--- src/rtl/arm_pkg.sv ---
`default_nettype none
// ============================================================================
// Module   : arm_pkg
// Brief    : Shared types and default widths for the ARM pipeline memory stage.
// Revision : 1.0
// ============================================================================
package arm_pkg;

    typedef enum logic [1:0] {
        IDLE   = 2'd0,
        ACCESS = 2'd1,
        DONE   = 2'd2
    } mem_state_e;

    localparam int c_DATA_W    = 32;
    localparam int c_ADDR_W    = 32;
    localparam int c_BASE_ADDR = 1024;

endpackage : arm_pkg
`default_nettype wire

--- src/rtl/mem_wait_array.sv ---
`default_nettype none
// ============================================================================
// Module   : mem_wait_array
// Brief    : Word array with synchronous write and a registered, write-first read port.
// Revision : 1.0
// ============================================================================
module mem_wait_array #(
    parameter int DATA_W = 32,
    parameter int DEPTH  = 64,
    parameter int IDX_W  = $clog2(DEPTH)
) (
    input  logic              clk,
    input  logic              rst,
    input  logic              i_en,
    input  logic              i_we,
    input  logic [IDX_W-1:0]  i_addr,
    input  logic [DATA_W-1:0] i_wdata,
    output logic [DATA_W-1:0] o_rdata
);

    logic [DATA_W-1:0] r_mem [DEPTH];
    logic [DATA_W-1:0] r_rdata;

    // Contents are deliberately not reset so they survive a pipeline reset.
    always_ff @(posedge clk) begin
        if (i_en && i_we) begin
            r_mem[i_addr] <= i_wdata;
        end
    end

    always_ff @(posedge clk) begin
        if (rst) begin
            r_rdata <= '0;
        end else if (i_en) begin
            r_rdata <= i_we ? i_wdata : r_mem[i_addr];
        end
    end

    assign o_rdata = r_rdata;

endmodule : mem_wait_array
`default_nettype wire

--- src/rtl/mem_wait_ctrl.sv ---
`default_nettype none
// ============================================================================
// Module   : mem_wait_ctrl
// Brief    : Multi-cycle data-memory stage; holds ready low while an access is
//            in flight. Define MEM_READ_BUFFER_EN for a one-entry read buffer.
// Revision : 1.0
// ============================================================================
module mem_wait_ctrl
    import arm_pkg::*;
#(
    parameter int          DATA_W      = c_DATA_W,
    parameter int          ADDR_W      = c_ADDR_W,
    parameter int          DEPTH       = 64,
    parameter int unsigned BASE_ADDR   = c_BASE_ADDR,
    parameter int          WAIT_CYCLES = 4
) (
    input  logic              clk,
    input  logic              rst,
    input  logic              mem_r_en,
    input  logic              mem_w_en,
    input  logic [ADDR_W-1:0] alu_res,
    input  logic [DATA_W-1:0] val_rm,
    output logic [DATA_W-1:0] rd_data,
    output logic              ready,
    output logic              busy
);

    localparam int IDX_W = $clog2(DEPTH);
    localparam int CNT_W = (WAIT_CYCLES > 1) ? $clog2(WAIT_CYCLES) : 1;
    localparam logic [CNT_W-1:0] c_CNT_LOAD = CNT_W'(WAIT_CYCLES - 1);

    mem_state_e        r_state;
    logic [CNT_W-1:0]  r_cnt;
    logic              r_busy;
    logic [IDX_W-1:0]  r_idx;
    logic [DATA_W-1:0] r_wdata;
    logic              r_is_wr;

    logic [ADDR_W-1:0] w_off;
    logic [IDX_W-1:0]  w_idx;
    logic              w_unused_off;
    logic              w_req;
    logic              w_hit;
    logic              w_arr_en;
    logic [DATA_W-1:0] w_arr_rd;
    logic              w_ready;

    // Out-of-range addresses simply wrap onto the array.
    assign w_off        = alu_res - ADDR_W'(BASE_ADDR);
    assign w_idx        = w_off[IDX_W+1:2];
    assign w_unused_off = ^{w_off[ADDR_W-1:IDX_W+2], w_off[1:0]};
    assign w_req        = mem_r_en | mem_w_en;

    // Array is touched only on the final access cycle; reset blocks an in-flight store.
    assign w_arr_en = (r_state == ACCESS) && (r_cnt == '0) && !rst;

    mem_wait_array #(
        .DATA_W (DATA_W),
        .DEPTH  (DEPTH),
        .IDX_W  (IDX_W)
    ) u_array (
        .clk     (clk),
        .rst     (rst),
        .i_en    (w_arr_en),
        .i_we    (r_is_wr),
        .i_addr  (r_idx),
        .i_wdata (r_wdata),
        .o_rdata (w_arr_rd)
    );

    always_ff @(posedge clk) begin
        if (rst) begin
            r_state <= IDLE;
            r_cnt   <= '0;
            r_busy  <= 1'b0;
            r_idx   <= '0;
            r_wdata <= '0;
            r_is_wr <= 1'b0;
        end else begin
            case (r_state)
                IDLE: begin
                    if (w_req && !w_hit) begin
                        r_idx   <= w_idx;
                        r_wdata <= val_rm;
                        r_is_wr <= mem_w_en;
                        r_cnt   <= c_CNT_LOAD;
                        r_state <= ACCESS;
                        r_busy  <= 1'b1;
                    end
                end
                ACCESS: begin
                    if (r_cnt == '0) begin
                        r_state <= DONE;
                    end else begin
                        r_cnt <= r_cnt - 1'b1;
                    end
                end
                DONE: begin
                    r_state <= IDLE;
                    r_busy  <= 1'b0;
                end
                default: begin
                    r_state <= IDLE;
                    r_busy  <= 1'b0;
                end
            endcase
        end
    end

    always_comb begin
        w_ready = 1'b1;
        case (r_state)
            IDLE:    w_ready = w_hit | !w_req;
            ACCESS:  w_ready = 1'b0;
            DONE:    w_ready = 1'b1;
            default: w_ready = 1'b1;
        endcase
    end

`ifdef MEM_READ_BUFFER_EN
    logic              r_buf_vld;
    logic [IDX_W-1:0]  r_buf_tag;
    logic [DATA_W-1:0] r_buf_data;

    assign w_hit = (r_state == IDLE) && mem_r_en && !mem_w_en &&
                   r_buf_vld && (r_buf_tag == w_idx);

    // A completed miss load fills the entry from the array read register in DONE.
    always_ff @(posedge clk) begin
        if (rst) begin
            r_buf_vld <= 1'b0;
        end else if ((r_state == DONE) && !r_is_wr) begin
            r_buf_vld  <= 1'b1;
            r_buf_tag  <= r_idx;
            r_buf_data <= w_arr_rd;
        end else if (w_arr_en && r_is_wr && r_buf_vld && (r_buf_tag == r_idx)) begin
            r_buf_data <= r_wdata;
        end
    end

    assign rd_data = w_hit ? r_buf_data : w_arr_rd;
`else
    assign w_hit   = 1'b0;
    assign rd_data = w_arr_rd;
`endif

    assign ready = w_ready;
    assign busy  = r_busy;

endmodule : mem_wait_ctrl
`default_nettype wire

--- config.mk ---
export PLATFORM = sky130hd
export DESIGN_NAME = mem_wait_ctrl
export DESIGN_NICKNAME = d
export VERILOG_FILES = /design/src/rtl/arm_pkg.sv /design/src/rtl/mem_wait_array.sv /design/src/rtl/mem_wait_ctrl.sv
export SDC_FILE = /design/constraint.sdc
export NUM_CORES = 2
export LEC_CHECK = 0
export CORE_ASPECT_RATIO = 0.7
export CORE_MARGIN = 3
export CORE_UTILIZATION = 29
export CTS_BUF_LIST = sky130_fd_sc_hd__clkbuf_2 sky130_fd_sc_hd__clkbuf_4 sky130_fd_sc_hd__clkbuf_8
export DETAILED_ROUTE_END_ITERATION = 6
export SYNTH_ARGS = -nofsm -noshare
export SYNTH_HDL_FRONTEND = slang
export SYNTH_SLANG_ARGS = --single-unit
--- constraint.sdc ---
create_clock -name clk -period 5.2 [get_ports clk]
set_input_delay 0.78 -clock clk [delete_from_list [all_inputs] [get_ports clk]]
set_output_delay 0.78 -clock clk [all_outputs]
set_load 0.01 [all_outputs]
=== Yosys cells after proc, flatten, opt, wreduce, memory -nomap -nowiden ===
Memories as Yosys holds them, arrays and structs flattened. A register that Yosys moved wholly into a read port is not among the register bits.
Index checks and enable logic that the tools add are counted.

* Logic and storage cells: 38
* Output and inout bits: 34
* Memories kept: 1
* Bits in writable memories: 2048
* Bits of input ports: 68
* Flip-flop bits (word level): 44

* Reduce and logical (&&, ||, !) cells: 12
* Muxes and demuxes: 11
* $add $sub $neg: 2
* Equal/unequal tests: 4
* Bitwise gates (word level): 2

{| class="wikitable"
|+ Memories
! memory !! depth !! width !! rd ports !! clocked after memory_dff !! write ports !! RTL line !! source
|-
| u_array.r_mem || 64 || 32 || 1 || 1 || 1 || mem_wait_array.sv:21 || <nowiki>logic [DATA_W-1:0] r_mem [DEPTH];</nowiki>
|}

{| class="wikitable"
|+ Operators with widths
! kind !! number
|-
| 2-bit two-way mux || 4
|-
| 2-bit one-hot mux with 2 select lines || 2
|-
| 8-bit by 1-bit subtractor with 8-bit output, second input constant || 1
|-
| 2-bit AND reduction || 3
|-
| 2-bit logical NOT || 2
|-
| 2-bit != test, second input constant || 2
|-
| 1-bit one-hot mux with 2 select lines || 2
|-
| 1-bit logical AND || 3
|-
| 1-bit two-way mux || 3
|-
| 3-bit AND reduction || 1
|-
| 2-bit by 1-bit equality test with 1-bit output, second input constant || 1
|-
| 1-bit logical NOT || 2
|-
| 2-bit by 1-bit != test with 1-bit output, second input constant || 1
|-
| 2-bit nonzero test || 1
|-
| 2-bit by 1-bit subtractor with 2-bit output, second input constant || 1
|-
| 1-bit inverter || 1
|-
| 1-bit OR || 1
|}

=== Depth between registers and ports, before layout ===
* Word-level depth: 6
* Depth in mapped cells: 11
* Depth with buffers taken out: 8

=== Hierarchy ===
Synthesis repeated with hierarchy kept, for this count alone.

* Cell total of the unflattened synthesis: 4576
* Area, all modules: 82210.1 sq um

{| class="wikitable"
|+ Modules (own cells, without submodules)
! module !! cells an instance !! area each (sq um) !! instances !! seq. area each (sq um)
|-
| mem_wait_array || 4373 || 80506.0 || 1 || 62139.6
|-
| mem_wait_ctrl || 203 || 1704.1 || 1 || 880.8
|}

=== Least setup slack after synthesis ===
No wires, ideal clock.

* Kind: input port to flip-flop
* Start point: input port rst
* End point: memory u_array.r_mem[19][0], enable pin
* Setup time: 0.421 ns
* Arrival: 3.251 ns
* Data required time: 4.779 ns
* Setup slack: 1.528 ns
* Stages on the path: 6
* Buffers on the path: 2
* Path through: clkbuf_1 > or3_1 > clkbuf_1 > nor2_1 > nand2_1 > nor2_1

* Longest elaborated chain between the ends: 5

{| class="wikitable"
|+ Ends and longest elaborated chain
! item !! RTL line !! source
|-
| start: declaration || mem_wait_ctrl.sv:18 || <nowiki>input logic rst,</nowiki>
|-
| 1-bit logical NOT || mem_wait_ctrl.sv:55 || <nowiki>assign w_arr_en = (r_state == ACCESS) && (r_cnt == '0) && !rst;</nowiki>
|-
| 1-bit logical AND || mem_wait_ctrl.sv:55 ||
|-
| 1-bit logical AND || mem_wait_array.sv:26 || <nowiki>if (i_en && i_we) begin</nowiki>
|-
| 1-bit two-way mux || mem_wait_array.sv:26 ||
|-
| 1-bit two-way mux (implied by the code) || mem_wait_array.sv:27 || <nowiki>r_mem[i_addr] <= i_wdata;</nowiki>
|-
| end: declaration || mem_wait_array.sv:21 ||
|}

Every way passes these cells.

==> run metrics <==
status=finished, final reports clean; CTS buffer count=slightly above 300; layout cells sized above 1=0.220; register area share after synthesis=0.771; antenna viol nets, final=0; core area=280000 sq um; number of max-cap violations=0; ys flop type=edfxtp_1; root buffer cell=clkbuf_8; Static Leak=around 29 nW; Layout Skew=between 40 and 50 ps; hpwl dp=approximately 160000 um; syn_area_per_cell=about 19 sq um; Final setup viols=0; Avg WL per Cell=30.9 um; GRT Residual Overflow=0; Area Growth Syn to Fin=14.9%; slew at the pin closest to its max-slew limit=between 1000 and 1500 ps; initial antenna violation count=15; Clock Latency Late Sink=about 940 ps; Peak VDD IR=around 0.2 mV; Yosys reg bits=approximately 2100; Die Height=between 400 and 500 um; Hold Path Class=input pin to flip-flop; nets@finish=roughly 4800; CTS tree=done; io pins=~100; Post-synth EDFFs=a little over 2000; Synth warnings=0; GPL Wtd Cong=between 0.8 and 0.9; number of hold buffers added after CTS=0; pin count of the biggest net entering global routing=between 100 and 150; Fill cells=about 26000; die footprint=~290000 sq um; Crit Path Max Fanout=36; Initial Utilization=0.292; share of the synthesized area in the top cell type=0.752; Post-Syn Nets=4449; # resized after CTS=0; min Tclk post-route=roughly 4600 ps; Worst Setup End Kind=flip-flop; Final Hold Vio Count=0; Final Cycle Share=0.877; RSZ-0062 raised after global routing=no; Clock Sink Count=2124; H-Tree Level Count=5; Slew HR=0.121; Final Max Tran Viols=0; Reg clk slew, reported paths=~70 ps; Crit path required time=slightly below 6000 ps; Die W=around 640 um; Startpoint Class=flip-flop; Post-Route WL=roughly 270000 um; Post-Syn Area=between 80000 and 90000 sq um; fin util=0.336; initial DRC count=7646; Hold Slack=~390 ps; first-pass GRT wire length=364000 um; Async S/R FF share, synth=0; gr usage total=0.179; pwr dens=around 380 nW/um^2; largest area contributor in the netlist=edfxtp_1; Setup TNS=0 ps; Post-synth top cells=edfxtp_1, mux2i_1, a221oi_1, mux4_2, nand2_1; synth unique cells=between 70 and 80; vias per cell=around 5.4; crit path DAT=5290 ps; setup bufs post-CTS=0; DRC=0; row count=around 160; clock buffer depth=4; vias in the first global route=around 44000; Pre-antenna DRT Iters=6; Worst Path Class, Setup=flip-flop to flip-flop; most common cell in the netlist=edfxtp_1; Area contributors post-synth=edfxtp_1, mux4_2, mux2i_1; IO buf count=75; fmax=219 MHz; synthesized instance count=4380; vias=~47000
[flip-flops by register name, summed over array words and instances (netlist names)]
register	cells
r_is_wr	1
r_state	2
r_cnt	2
u_array.r_mem	2048
r_idx	6
u_array.o_rdata	32
r_wdata	32
busy	1
[placed cells by master, fill, tap and decap left out, drive strengths merged, types with 12 or more instances in the layout]
cell type / n
mux2: 54
a21oi: 113
a22o: 18
dfxtp: 76
nor2: 182
mux2i: 378
nand2: 182
nor3: 13
o21ai: 133
inv: 15
nand3: 51
a221oi: 260
a211oi: 12
a22oi: 115
mux4: 184
clkinv: 76
nand4: 15
clkbuf: 429
a221o: 12
buf: 243
o31a: 15
edfxtp: 2048
clkdlybuf4s50: 74
o22ai: 88
[layout make-up]
cell class                      count  area [sq um]  share of cell area
Sequential cell                  2124         63100               0.672
Multi-Input combinational cell   1953         17400               0.185
Clock buffer                      429          5200              0.0554
Tap cell                         3690          4620              0.0492
Timing Repair Buffer              317          3070              0.0326
Clock inverter                     95           488             0.00520
Inverter                            7          33.8            0.000360
Antenna cell                        3          7.51           0.0000800
[metrics by stage]
stage,setup slack [ps],cells,power (mW),area [sq um]
after floorplan,1530,4380,21.3,81700
after global placement,1010,8091,22.8,88200
after detailed placement,1010,8091,22.9,88200
after CTS,1020,8615,35.6,93900
after global routing,598,8617,36.6,93900
final,637,8618,35.6,93900
[cell families after synthesis]
family,synth area share
adder cells (fa/ha/maj),0.000153
buffers and inverters,0.0234
AO/OA/AOI/OAI,0.0746
flip-flops,0.771
multiplexers,0.105
AND/OR/NAND/NOR,0.0264
[path summary, 6_finish.rpt]
path / from / end / slack (ps) / cells after the start
worst max register to register: r_idx[0] / u_array.o_rdata[31] / 640 / 8
worst max-delay path: r_idx[0] / u_array.o_rdata[31] / 640 / 8
worst min register to register: busy / busy / 480 / 2
worst min-delay path: alu_res[3] / r_idx[1] / 390 / 3
[critical path, cell delays in order, from the launching register on]
cell      delay (ps)
dfxtp_4          970
buf_12           380
nor2_4            90
buf_4            260
a22o_1           270
a221oi_1         810
o22ai_1          180
nor4bb_1        1100
a311oi_1         230
[per-layer routing]
layer | GRT usage | part of all wire | vias to the layer above
met3 | 0.0731 | 0.15 | 397
li1 | - | - | 18700
met2 | 0.247 | 0.41 | 3218
met1 | 0.259 | 0.41 | 24600
met5 | 0 | 0.000049 | -
met4 | 0.0444 | 0.024 | 2
[report_power, final]
part | internal (mW) | switching [mW]
combinational | 1.00 | 2.42
clock | 6.50 | 6.43
sequential | 19.0 | 0.206
Power figures use the tool's default switching activity.
